`config.mk`:
```
export PLATFORM = sky130hd
export DESIGN_NAME = tart_block_control_flat
export DESIGN_NICKNAME = d
export VERILOG_FILES = /design/src/rtl/tart_block_control_if.sv /design/src/rtl/tart_block_control.sv /design/src/flat_wrapper.sv
export SDC_FILE = /design/constraint.sdc
export NUM_CORES = 1
export LEC_CHECK = 0
export BUFFER_PORTS_ARGS = -buffer_cell sky130_fd_sc_hd__buf_4
export CORE_MARGIN = 1
export CORE_UTILIZATION = 56
export DETAILED_ROUTE_END_ITERATION = 10
export GPL_TIMING_DRIVEN = 0
export PLACE_DENSITY = 0.79
export SLEW_MARGIN = 10
export SYNTH_ARGS = -nofsm -noshare
export SYNTH_HDL_FRONTEND = slang
export SYNTH_SLANG_ARGS = --single-unit
```
`constraint.sdc`:
```
create_clock -name clk_i -period 2.1 [get_ports clk_i]
set_input_delay 0.105 -clock clk_i [delete_from_list [all_inputs] [get_ports clk_i]]
set_output_delay 0.105 -clock clk_i [all_outputs]
set_load 0.02 [all_outputs]
```
`src/rtl/tart_block_control_if.sv`:
```
// Handshake and address bundle between the front-end/readout side (master) and tart_block_control (slave).
// Plain wires: every registered/combinational property is defined by the block that drives them.
interface tart_block_control_if #(
  parameter int COUNT = 24,
  parameter int TBITS = 4,
  parameter int XBITS = 4
);
  logic             en_i;
  logic [COUNT-1:0] blocksize_i;
  logic             strobe_i;
  logic             valid_i;
  logic             ack_i;
  logic [TBITS-1:0] rd_adr_o;
  logic [TBITS-1:0] wr_adr_o;
  logic             rd_wrap_o;
  logic             wr_wrap_o;
  logic             clear_o;
  logic [XBITS-1:0] block_o;
  logic             swap_o;
  logic             ready_o;
  logic [XBITS-1:0] rdblk_o;
  logic             overflow_o;
  logic [7:0]       drops_o;

  modport master (
    output en_i, blocksize_i, strobe_i, valid_i, ack_i,
    input  rd_adr_o, wr_adr_o, rd_wrap_o, wr_wrap_o, clear_o, block_o,
           swap_o, ready_o, rdblk_o, overflow_o, drops_o
  );

  modport slave (
    input  en_i, blocksize_i, strobe_i, valid_i, ack_i,
    output rd_adr_o, wr_adr_o, rd_wrap_o, wr_wrap_o, clear_o, block_o,
           swap_o, ready_o, rdblk_o, overflow_o, drops_o
  );
endinterface

```
`src/rtl/tart_block_control.sv`:
```
// Visibility-accumulation stream controller: RMW slot addressing, sample blocking, SRAM bank rotation, readout handshake.
// Registered outputs except the wrap flags; readout never stalls accumulation (late acks raise overflow). Option: TART_DROP_COUNT_EN.
module tart_block_control #(
  parameter int COUNT = 24,
  parameter int TRATE = 12,
  parameter int TBITS = 4,
  parameter int XBITS = 4,
  parameter int DELAY = 3
) (
  input  logic                clk_i,
  input  logic                rst_ni,
  tart_block_control_if.slave bus
);

  typedef enum logic [1:0] {IDLE, CLEAR, FILL, PEND} state_e;

  localparam logic [TBITS-1:0] SLOT_LAST = TBITS'(TRATE - 1);

  if ((2 ** TBITS) < TRATE || DELAY < 0) begin : g_bad_params
    $error("tart_block_control: TBITS too narrow for TRATE, or negative DELAY");
  end

  state_e           state_q, state_d;
  logic [TBITS-1:0] rd_adr_q, rd_adr_d;
  logic [TBITS-1:0] mid_adr_q, mid_adr_d;
  logic [TBITS-1:0] wr_adr_q, wr_adr_d;
  logic [COUNT-1:0] cnt_q, cnt_d;
  logic [COUNT-1:0] bs_q, bs_d;
  logic             sw_q, sw_d;
  logic             clear_q, clear_d;
  logic             swap_q, swap_d;
  logic             ready_q, ready_d;
  logic             ovf_q, ovf_d;
  logic [XBITS-1:0] block_q, block_d;
  logic [XBITS-1:0] rdblk_q, rdblk_d;
  logic             rd_wrap;
  logic             wr_wrap;
  logic             bank_done;

  assign rd_wrap = bus.valid_i && (rd_adr_q == SLOT_LAST);
  assign wr_wrap = bus.valid_i && (wr_adr_q == SLOT_LAST);

  // Write slot trails the read slot by the two RMW pipeline stages.
  always_comb begin
    rd_adr_d  = rd_adr_q;
    mid_adr_d = mid_adr_q;
    wr_adr_d  = wr_adr_q;
    if (bus.valid_i) begin
      rd_adr_d  = (rd_adr_q == SLOT_LAST) ? '0 : rd_adr_q + 1'b1;
      mid_adr_d = rd_adr_q;
      wr_adr_d  = mid_adr_q;
    end
  end

  always_comb begin
    state_d   = state_q;
    cnt_d     = cnt_q;
    bs_d      = bs_q;
    sw_d      = sw_q;
    swap_d    = 1'b0;
    bank_done = 1'b0;
    if (!bus.en_i) begin
      state_d = IDLE;
      cnt_d   = '0;
      sw_d    = 1'b0;
    end else begin
      case (state_q)
        IDLE: begin
          cnt_d   = '0;
          state_d = CLEAR;
        end
        CLEAR: begin
          // Commit only after the last write of the finished pass has landed.
          if (sw_q && wr_wrap) begin
            bank_done = 1'b1;
            sw_d      = 1'b0;
          end
          if (rd_wrap) begin
            state_d = FILL;
            cnt_d   = '0;
            bs_d    = bus.blocksize_i;
          end
        end
        FILL: begin
          if (bus.strobe_i) begin
            if (cnt_q == bs_q) begin
              cnt_d   = '0;
              state_d = PEND;
            end else begin
              cnt_d = cnt_q + 1'b1;
            end
          end
        end
        PEND: begin
          if (bus.strobe_i) cnt_d = cnt_q + 1'b1;
          if (rd_wrap) begin
            state_d = CLEAR;
            sw_d    = 1'b1;
            swap_d  = 1'b1;
          end
        end
        default: state_d = IDLE;
      endcase
    end
  end

  assign clear_d = (state_d == IDLE) || (state_d == CLEAR);

  // A completion coinciding with ack hands over cleanly; otherwise a pending bank is lost.
  always_comb begin
    ready_d = ready_q;
    rdblk_d = rdblk_q;
    block_d = block_q;
    ovf_d   = ovf_q;
    if (bus.ack_i) ready_d = 1'b0;
    if (bank_done) begin
      rdblk_d = block_q;
      block_d = block_q + 1'b1;
      ready_d = 1'b1;
      if (ready_q && !bus.ack_i) ovf_d = 1'b1;
    end
  end

  always_ff @(posedge clk_i or negedge rst_ni) begin
    if (!rst_ni) begin
      state_q   <= IDLE;
      rd_adr_q  <= '0;
      mid_adr_q <= '0;
      wr_adr_q  <= '0;
      cnt_q     <= '0;
      bs_q      <= '0;
      sw_q      <= 1'b0;
      clear_q   <= 1'b1;
      swap_q    <= 1'b0;
      ready_q   <= 1'b0;
      ovf_q     <= 1'b0;
      block_q   <= '0;
      rdblk_q   <= '0;
    end else begin
      state_q   <= state_d;
      rd_adr_q  <= rd_adr_d;
      mid_adr_q <= mid_adr_d;
      wr_adr_q  <= wr_adr_d;
      cnt_q     <= cnt_d;
      bs_q      <= bs_d;
      sw_q      <= sw_d;
      clear_q   <= clear_d;
      swap_q    <= swap_d;
      ready_q   <= ready_d;
      ovf_q     <= ovf_d;
      block_q   <= block_d;
      rdblk_q   <= rdblk_d;
    end
  end

`ifdef TART_DROP_COUNT_EN
  logic       drop_evt;
  logic [7:0] drops_q, drops_d;

  assign drop_evt = bank_done && ready_q && !bus.ack_i;

  always_comb begin
    drops_d = drops_q;
    if (drop_evt && (drops_q != 8'hFF)) drops_d = drops_q + 8'd1;
  end

  always_ff @(posedge clk_i or negedge rst_ni) begin
    if (!rst_ni) drops_q <= 8'h00;
    else         drops_q <= drops_d;
  end

  assign bus.drops_o = drops_q;
`else
  assign bus.drops_o = 8'h00;
`endif

  assign bus.rd_adr_o   = rd_adr_q;
  assign bus.wr_adr_o   = wr_adr_q;
  assign bus.rd_wrap_o  = rd_wrap;
  assign bus.wr_wrap_o  = wr_wrap;
  assign bus.clear_o    = clear_q;
  assign bus.block_o    = block_q;
  assign bus.swap_o     = swap_q;
  assign bus.ready_o    = ready_q;
  assign bus.rdblk_o    = rdblk_q;
  assign bus.overflow_o = ovf_q;

endmodule

```
`src/flat_wrapper.sv`:
```
// flat-port wrapper written by rule: the top's interface ports become plain ports
module tart_block_control_flat 
#(
  parameter int COUNT = 24,
  parameter int TRATE = 12,
  parameter int TBITS = 4,
  parameter int XBITS = 4,
  parameter int DELAY = 3
)
  (clk_i, rst_ni, bus_en_i, bus_blocksize_i, bus_strobe_i, bus_valid_i, bus_ack_i, bus_rd_adr_o, bus_wr_adr_o, bus_rd_wrap_o, bus_wr_wrap_o, bus_clear_o, bus_block_o, bus_swap_o, bus_ready_o, bus_rdblk_o, bus_overflow_o, bus_drops_o);
  tart_block_control_if #(.COUNT(COUNT), .TBITS(TBITS), .XBITS(XBITS)) bus_i ();
  input  logic clk_i;
  input  logic rst_ni;
  input wire logic [$bits(bus_i.en_i)-1:0] bus_en_i;
  input wire logic [$bits(bus_i.blocksize_i)-1:0] bus_blocksize_i;
  input wire logic [$bits(bus_i.strobe_i)-1:0] bus_strobe_i;
  input wire logic [$bits(bus_i.valid_i)-1:0] bus_valid_i;
  input wire logic [$bits(bus_i.ack_i)-1:0] bus_ack_i;
  output wire logic [$bits(bus_i.rd_adr_o)-1:0] bus_rd_adr_o;
  output wire logic [$bits(bus_i.wr_adr_o)-1:0] bus_wr_adr_o;
  output wire logic [$bits(bus_i.rd_wrap_o)-1:0] bus_rd_wrap_o;
  output wire logic [$bits(bus_i.wr_wrap_o)-1:0] bus_wr_wrap_o;
  output wire logic [$bits(bus_i.clear_o)-1:0] bus_clear_o;
  output wire logic [$bits(bus_i.block_o)-1:0] bus_block_o;
  output wire logic [$bits(bus_i.swap_o)-1:0] bus_swap_o;
  output wire logic [$bits(bus_i.ready_o)-1:0] bus_ready_o;
  output wire logic [$bits(bus_i.rdblk_o)-1:0] bus_rdblk_o;
  output wire logic [$bits(bus_i.overflow_o)-1:0] bus_overflow_o;
  output wire logic [$bits(bus_i.drops_o)-1:0] bus_drops_o;
  assign bus_i.en_i = bus_en_i;
  assign bus_i.blocksize_i = bus_blocksize_i;
  assign bus_i.strobe_i = bus_strobe_i;
  assign bus_i.valid_i = bus_valid_i;
  assign bus_i.ack_i = bus_ack_i;
  assign bus_rd_adr_o = bus_i.rd_adr_o;
  assign bus_wr_adr_o = bus_i.wr_adr_o;
  assign bus_rd_wrap_o = bus_i.rd_wrap_o;
  assign bus_wr_wrap_o = bus_i.wr_wrap_o;
  assign bus_clear_o = bus_i.clear_o;
  assign bus_block_o = bus_i.block_o;
  assign bus_swap_o = bus_i.swap_o;
  assign bus_ready_o = bus_i.ready_o;
  assign bus_rdblk_o = bus_i.rdblk_o;
  assign bus_overflow_o = bus_i.overflow_o;
  assign bus_drops_o = bus_i.drops_o;
  tart_block_control #(.COUNT(COUNT), .TRATE(TRATE), .TBITS(TBITS), .XBITS(XBITS), .DELAY(DELAY)) u_core (.clk_i(clk_i), .rst_ni(rst_ni), .bus(bus_i));
endmodule
```
==> results of run 1 <==
==> report_power, final <==
| part | internal (mW) | switching [mW] | leakage, nW |
|---|---|---|---|
| Combinational | 0.585 | 0.514 | 1.30 |
| Clock | 0.799 | 0.536 | 0.122 |
| Sequential | 1.66 | 0.202 | 0.996 |
| Total | 3.05 | 1.25 | 2.42 |
==> per-layer routing <==
| metal | global-route usage | part of all wire | vias to the layer above |
|---|---|---|---|
| met5 | 0 | 0 | - |
| met4 | 0.114 | 0.026 | 0 |
| met3 | 0.0425 | 0.054 | 21 |
| met2 | 0.477 | 0.52 | 109 |
| met1 | 0.335 | 0.40 | 1495 |
| li1 | - | - | 1387 |
==> area by class of cell <==
class	count	area (um^2)	area share
tap	77	96.3	0.0194
timing repair buffer	92	757	0.153
clock inverter	3	67.6	0.0136
sequential	75	1890	0.380
multi-input combinational	238	1800	0.364
buffer	20	156	0.0315
clock buffer	13	179	0.0361
inverter	4	15.0	0.00303
==> registers in the layout, summed over array words and instances, names as in the netlist <==
register / cells
u_core.cnt_q: 24
u_core.bs_q: 24
u_core.bus.swap_o: 1
u_core.bus.clear_o: 1
u_core.sw_q: 1
u_core.bus.ready_o: 1
u_core.bus.rd_adr_o: 4
u_core.bus.overflow_o: 1
u_core.bus.block_o: 4
u_core.bus.wr_adr_o: 4
u_core.mid_adr_q: 4
u_core.state_q: 2
u_core.bus.rdblk_o: 4
==> what timing repair did <==
item,in CTS,in global routing
pin swaps,0,6
gates resized for setup,4,20
hold endpoints to repair,99,0
cloned,0,1
hold buffers,26,0
setup endpoints to repair,33,44
buffers inserted,3,11
==> final timing paths <==
kind                       cells after the start  slack, ps                endpoint
max in group asynchronous                      2        990  u_core.bus.rd_adr_o[0]
min                                            2         40  u_core.bus.wr_adr_o[2]
max reg2reg                                    6         30        u_core.cnt_q[14]
min in group asynchronous                      2        430        u_core.cnt_q[20]
max                                            6         30        u_core.cnt_q[14]
min reg2reg                                    2        490   u_core.bus.rdblk_o[3]
==> logic make-up after synthesis <==
group | after synthesis | synth area share
adder cells (fa/ha/maj) | 3 | 0.0100
flip-flops | 75 | 0.500
multiplexers | 39 | 0.117
AO/OA/AOI/OAI | 55 | 0.113
XOR/XNOR | 29 | 0.0696
AND/OR/NAND/NOR | 104 | 0.149
buffers and inverters | 25 | 0.0406
other | 1 | 0.000999
==> per-stage QoR <==
| stage | power [mW] | std cells |
|---|---|---|
| floorplan | 2.48 | 338 |
| global placement | 2.78 | 466 |
| detailed placement | 2.83 | 466 |
| CTS | 4.20 | 511 |
| global route | 4.46 | 522 |
| finish | 4.30 | 522 |
==> Yosys cell counts (3+ instances only) <==
master    number
nor2_1        18
and4_1         3
o21ai_0        8
a22oi_1        3
a22o_1        16
nand2b_1       4
o21bai_1       4
buf_4          9
and3_1         5
nor2b_1        6
nor3_1         5
nand3_1       16
nand4_1       10
nand2_1       29
mux2_2        38
xnor2_1       27
a21o_1        11
dfrtp_1       74
buf_2          7
inv_1          4
ha_1           3
==> results.toml, run 1 <==
[clocking]
numCtsBuffers = 9
clock-sinks = 75
clk-insertion-delay-late_ps = 360
cts_max_path_buffers = 2
clk_pin_slew_ps = 80
root_buffer = "clkbuf_8"
cts_tree = "built"
ctsHtreeMaxLevel = 3

[timing]
finalHoldWorstSlack_ps = 35.3
max_slew_margin = 0.371
worst_slack_ps = 31.5
max_clock_freq_mhz = 483
rsz0062_at_grt = "yes"
finalCritPeriodShare = 0.985
fin_crit_ps = 2070
setup_violations = 0
tightest_slew_ps = 943
drv_slew = 0
finClkSkew_ps = 9.77
finalSetupTns_ps = 0
finalHoldViolCount = 0

[yosys]
synth_area_um2 = 3750
yosysWarnings = 0
synth.top_cell.area_share = 0.493
synthArstFlopShare = 1.00
synth_cells = 331
avgSynthCellArea_um2 = 11.3
synth_edf_count = 0
synthDistinctLibCells = 46
synth-main-ff-cell = "dfrtp_1"
yosysTopAreaCell = "dfrtp_1"
yosysSeqAreaShare = 0.500
ys_top_cells_by_area = "dfrtp_1, mux2_2, xnor2_1"
synth-seq-cells = 75

[outcome]
status = "finished with violations"
violations = "DRC"

[layout]
num-nets-final = 473
layout_commonest_cell = "buf_4"
finalInstanceArea_um2 = 4960
final_cell_mix = "buf_4, dfrtp_1, mux2_2"
num_antenna_cells = 0
syn_to_final_growth_pct = 32.2
final_util = 0.773
fillers = 380
drive_above_1_share = 0.364

[global_route]
overflow = 0
first_global_vias = 2942
antenna_found_initial = 0
grtUsageTotal = 0.272
grt_max_degree = 76
grt_pass1_wl_mm = 14.5

[die]
dieArea_um2 = 7040
start_util = 0.585
die_h_um = 83.9
rows = 29
die_x_um = 83.9
num_io_pins = 60
core_um2 = 6420

[placement]
dp_worst_setup_slack_ps = -197
hpwlAfterDp_mm = 5.52
gp_congestion = 0.850
portBuffers = 51
dpl_cell_area_um2 = 4270

[worst_setup_path]
cp.required_ps = 2350
path_max_fanout = 5
crit_buf_inv = 0
cp.arrival_ps = 2320
crit_chain = "ha_1, and4_1, nor2b_2, nand4_1, a21o_1, a22o_1"
criticalPathCategory = "flip-flop to flip-flop"
critPathTopFamily = "simple AND/OR/NAND/NOR gates"
startpoint = "u_core.cnt_q[1]"
critPathMaxStageDelay_ps = 470
r2r-start = "u_core.cnt_q[1]"
cp-start-kind = "flip-flop"
cp_slowest_cell = "dfrtp_1"
worst_setup_path_end_kind = "flip-flop"

[routing]
dr.pass1.iters = 7
drc = 5
drtIter0Drc = 238
ant_nets = 0
wl_mm = 9.32
viasPerCell = 5.77
num_vias = 3012
wire_per_inst_um = 17.8

[power_and_ir_drop]
irDropWorstVdd_uv = 961
leakagePower_nw = 2.42
power.density_nw_per_um2 = 866

[flow_run]
timing.max_cap.violations = 0

[worst_hold_path]
hold_path_startpoint = "bus_valid_i"
worstHoldPathType = "input pin to flip-flop"
Note: power is estimated with default switching activity, not from simulation.
==> inputs of run 2 (changes only) <==
Settings changed: CORE_MARGIN 1 to 5.
==> run 2 against run 1 <==
Against the previous run: the flow now finishes without violations; utilization fell by 0.19 points; power down 1.3%; non-clock buffer count decreased by 2; final cell count shrank 0.38%; register-to-register slack is essentially flat; clock power decreased by 14%; cell area decreased by 0.25%; first-iteration DRC count is 5.5% higher; critical endpoint is now u_core.cnt_q[8]; largest cell class unchanged.
==> results.toml, run 2 (synthesized netlist as in run 1, its figures left out) <==
[worst_hold_path]
hold_depth = 2
worstHoldPathType = "input pin to flip-flop"
hold_path_startpoint = "bus_blocksize_i[8]"
min_to = "u_core.bs_q[8]"

[clocking]
numCtsBuffers = 9
root_buffer = "clkbuf_8"
ctsHtreeMaxLevel = 3
cts_max_path_buffers = 2
cts_tree = "built"
clk-insertion-delay-late_ps = 350
clk_pin_slew_ps = 80
clock-sinks = 75

[layout]
final_cell_mix = "buf_4, dfrtp_1, mux2_2"
largestRegisters = "u_core.bs_q: 24 flops, u_core.cnt_q: 24 flops"
finalInstanceArea_um2 = 4950
num-nets-final = 471
syn_to_final_growth_pct = 31.8
fin_cells = 520
layout_commonest_cell = "buf_4"
num_antenna_cells = 0
drive_above_1_share = 0.381

[worst_setup_path]
cp_common_cell = "buf_4"
criticalPathCategory = "flip-flop to flip-flop"
cp_slowest_cell = "dfrtp_1"
r2r-start = "u_core.cnt_q[14]"
worst_setup_path_end_kind = "flip-flop"
crit_chain = "xnor2_1, nand4_1, nor4_4, buf_4, a31oi_4, buf_4, a21o_1, a22o_1"
crit_buf_inv = 2
path_max_fanout = 7
cp.arrival_ps = 2310
critPathMaxStageDelay_ps = 430
cp-start-kind = "flip-flop"
cp.required_ps = 2340
critPathTopFamily = "simple AND/OR/NAND/NOR gates"
worstReg2RegEnd = "u_core.cnt_q[8]"
rrSetupSlack_ps = 30
rr_worst_depth = 8

[routing]
drc = 0
viasPerCell = 5.83
wire_per_inst_um = 18.4
drtIter0Drc = 251
ant_nets = 0
wl_mm = 9.56
dr.pass1.iters = 7
num_vias = 3033

[placement]
gp_congestion = 0.887
portBuffers = 51
dp.cells = 466
hpwlAfterDp_mm = 5.90
dp_worst_setup_slack_ps = -219
dpl_cell_area_um2 = 4270

[global_route]
antenna_found_initial = 0
overflow = 0
grtUsageTotal = 0.224
first_global_vias = 3007
grt_max_degree = 76
grt_pass1_wl_mm = 14.8

[timing]
finClkSkew_ps = 8.74
max_slew_margin = 0.382
worst_slack_ps = 27.3
tightest_slew_ps = 927
max_clock_freq_mhz = 482
finalHoldViolCount = 0
drv_slew = 0
fin_crit_ps = 2070
setup_violations = 0
finalSetupTns_ps = 0
rsz0062_at_grt = "yes"
finalCritPeriodShare = 0.987

[power_and_ir_drop]
irDropWorstVdd_uv = 829
power.density_nw_per_um2 = 857
fin_total_pwr_mw = 4.24
leakagePower_nw = 2.40

[die]
core_um2 = 6420
start_util = 0.585
rows = 29
die_h_um = 91.9
die_x_um = 91.9
num_io_pins = 60
dieArea_um2 = 8440

[outcome]
status = "complete, no violations"

[flow_run]
timing.max_cap.violations = 0
==> run 2: cell types whose count changed in the layout (fill, tap and decap cells not counted), sizes merged <==
cell         previous run  this run
clkinv                  0         3
clkbuf                 18        17
buf                    81        82
dlygate4sd3            26        23
bufinv                  2         1
clkinvlp                1         0
==> run 2: metal layers <==
| layer | GRT usage | part of all wire |
|---|---|---|
| met2 | 0.387 | 0.52 |
| met3 | 0.0507 | 0.057 |
| met4 | 0.0804 | 0.017 |
| met1 | 0.276 | 0.41 |
| met5 | 0 | 0 |
==> run 2: cell type report <==
| cell class | count | area, um^2 |
|---|---|---|
| flip-flops and latches | 75 | 1890 |
| well taps | 77 | 96.3 |
| fillers | 379 | 1470 |
| inverters | 4 | 15.0 |
| plain buffers | 19 | 148 |
| multi-input cells | 238 | 1860 |
| repair buffers | 91 | 744 |
| clock buffers | 12 | 155 |
| clock inverters | 4 | 48.8 |
==> run 2: how the worst max path moves through the flow <==
stage / start / end / slack, ps / cells after the start
6_report: u_core.cnt_q[14] / u_core.cnt_q[8] / 30 / 8
5_1_grt: u_core.cnt_q[14] / u_core.cnt_q[12] / -60 / 8
2_1_floorplan: u_core.bus.rd_adr_o[0] / u_core.cnt_q[22] / 10 / 9
3_5_place_dp: u_core.bus.rd_adr_o[0] / u_core.cnt_q[22] / -220 / 9
4_1_cts: u_core.bus.rd_adr_o[0] / u_core.bs_q[13] / 3 / 6
3_3_place_gp: u_core.bus.rd_adr_o[0] / u_core.cnt_q[20] / -120 / 9
==> run 2: report_power, final <==
group          leakage [nW]  internal, mW  switching (mW)  total [mW]
clock network         0.106         0.613           0.542        1.15
logic                  1.30         0.654           0.570        1.22
registers             0.997          1.66           0.199        1.86
total                  2.40          2.93            1.31        4.24
==> run 2: through the flow <==
stage / hold WS, ps / util
after global placement: 302 / 0.664
after floorplan: -191 / -
final: 9.98 / 0.771
after global routing: 2.75 / 0.771
after CTS: 3.51 / 0.739
after detailed placement: 302 / 0.664
==> run 2: repair_timing <==
item	in CTS	in global routing
resized for setup	7	25
gates cloned	0	0
pin swaps	4	4
endpoints found under the hold margin	96	0
buffers inserted	4	13
hold buffers	23	0
setup endpoints to repair	38	44
==> inputs of run 3 (changes only) <==
Settings changed: CORE_UTILIZATION 56 to 59, CTS_BUF_LIST set to sky130_fd_sc_hd__clkbuf_4 sky130_fd_sc_hd__clkbuf_8, PLACE_DENSITY 0.79 to 0.83.
==> run 3 against run 2 <==
Against the previous run: the flow now finishes with violations (setup timing); first-iteration DRC count is 91% higher; final cell count rose by 0.19%; utilization up 1.8 points; critical path depth unchanged; largest cell class unchanged; largest power group unchanged.
==> results.toml, run 3 (synthesized netlist as in run 1, its figures left out) <==
[outcome]
status = "finished with violations"
violations = "setup timing"

[placement]
dp.cells = 466
hpwlAfterDp_mm = 5.73
gp_congestion = 0.848
portBuffers = 51

[timing]
max_slew_margin = 0.378
setup_violations = 30
finClkSkew_ps = 8.52
drv_slew = 0
finalCritPeriodShare = 1.05
fin_crit_ps = 2200
finalHoldViolCount = 0
max_clock_freq_mhz = 456
worst_slack_ps = -95.0
tightest_slew_ps = 932
rsz0062_at_grt = "yes"

[clocking]
clk-insertion-delay-late_ps = 350
numCtsBuffers = 9
clock-sinks = 75
cts_max_path_buffers = 2
root_buffer = "clkbuf_8"
clk_pin_slew_ps = 80
cts_tree = "built"
ctsHtreeMaxLevel = 3

[worst_setup_path]
cp.arrival_ps = 2430
criticalPathCategory = "flip-flop to flip-flop"
worst_setup_path_end_kind = "flip-flop"
r2r-start = "u_core.cnt_q[11]"
startpoint = "u_core.cnt_q[11]"
path_max_fanout = 7
cp.required_ps = 2340
cp-start-kind = "flip-flop"

[die]
num_io_pins = 60
rows = 29
die_x_um = 89.8
start_util = 0.598
core_um2 = 6280
dieArea_um2 = 8060
die_h_um = 89.8

[routing]
viasPerCell = 6.24
top_layer = "met4"
wl_met2_mm = 5.35
ant_nets = 0
drtIter0Drc = 480
route.met3.wl_um = 934
drc = 0
wl_met1_mm = 4.27
wire_per_inst_um = 21.2
num_vias = 3250
dr.pass1.iters = 6
wl_mm = 11.1

[global_route]
first_global_vias = 3010
grt_max_degree = 76
overflow = 0
grtUsageTotal = 0.236
grt_pass1_wl_mm = 15.4
antenna_found_initial = 1

[layout]
fin_cells = 521
final_util = 0.789
syn_to_final_growth_pct = 31.9
final_cell_mix = "dfrtp_1, buf_4, mux2_2"
drive_above_1_share = 0.370
num-nets-final = 471
layout_commonest_cell = "dfrtp_1"
largestRegisters = "u_core.bs_q: 24 flops, u_core.cnt_q: 24 flops"

[power_and_ir_drop]
leakagePower_nw = 2.41
irDropWorstVdd_uv = 1020
power.density_nw_per_um2 = 873

[flow_run]
timing.max_cap.violations = 0

[worst_hold_path]
worstHoldPathType = "input pin to flip-flop"
hold_path_startpoint = "bus_strobe_i"
==> run 3: cell count changes in the layout (fill, tap and decap cells not counted), sizes merged <==
cell         change
clkinvlp         +1
clkbuf           -1
dlygate4sd3      +3
buf              -3
diode            +1
==> run 3: routing by layer <==
| layer | GRT usage | vias up |
|---|---|---|
| met4 | 0.0756 | 0 |
| met5 | 0 | - |
| li1 | - | 1381 |
| met3 | 0.0584 | 60 |
| met2 | 0.384 | 212 |
| met1 | 0.310 | 1597 |
==> run 3: final timing paths <==
kind                                              end  slack, ps  depth (start not counted)
worst max-delay path                  u_core.cnt_q[8]       -100                          8
worst min-delay path                u_core.state_q[0]         40                          3
max in group asynchronous             u_core.cnt_q[2]       1000                          2
worst max register to register        u_core.cnt_q[8]       -100                          8
worst min register to register  u_core.bus.rdblk_o[3]        490                          2
min in group asynchronous              u_core.bs_q[4]        440                          2
==> run 3: repair_timing <==
item	in CTS	in global routing
cloned	0	1
gates resized for setup	8	23
buffers inserted	3	8
setup endpoints to repair	22	44
pin swaps	3	7
hold buffers	24	2
endpoints found under the hold margin	97	2
==> run 3: final cells by class <==
type	instances	area (um^2)
plain buffers	21	158
multi-input cells	238	1860
clock buffers	11	145
fillers	331	1320
repair buffers	89	738
diodes	1	2.50
clock inverters	5	52.6
inverters	4	15.0
flip-flops and latches	75	1880
well taps	77	96.3
==> run 3: metrics by stage <==
stage	total power, mW	area, um^2	setup slack, ps	hold WS (ps)	TNS, ps
2_1_floorplan	2.48	3790	13.1	-191	0
3_3_place_gp	2.79	4270	-119	298	-856
3_5_place_dp	2.83	4270	-181	296	-1730
4_1_cts	4.02	4760	6.21	0.255	0
5_1_grt	4.48	4950	-139	42.9	-2290
6_report	4.33	4950	-95.0	38.5	-854
==> run 3: report_power, final <==
part	switching [mW]	total [mW]	internal [mW]	leakage [nW]
sequential	0.261	1.92	1.66	1.00
clock	0.556	1.14	0.589	0.103
combinational	0.617	1.26	0.641	1.30
==> run 3: critical path, stage by stage (launching register included) <==
cell,delay (ps)
dfrtp_1,490
xnor2_1,220
nand4_1,190
nor4_4,340
buf_4,180
a31oi_4,120
buf_6,170
a21o_1,190
a22o_1,200
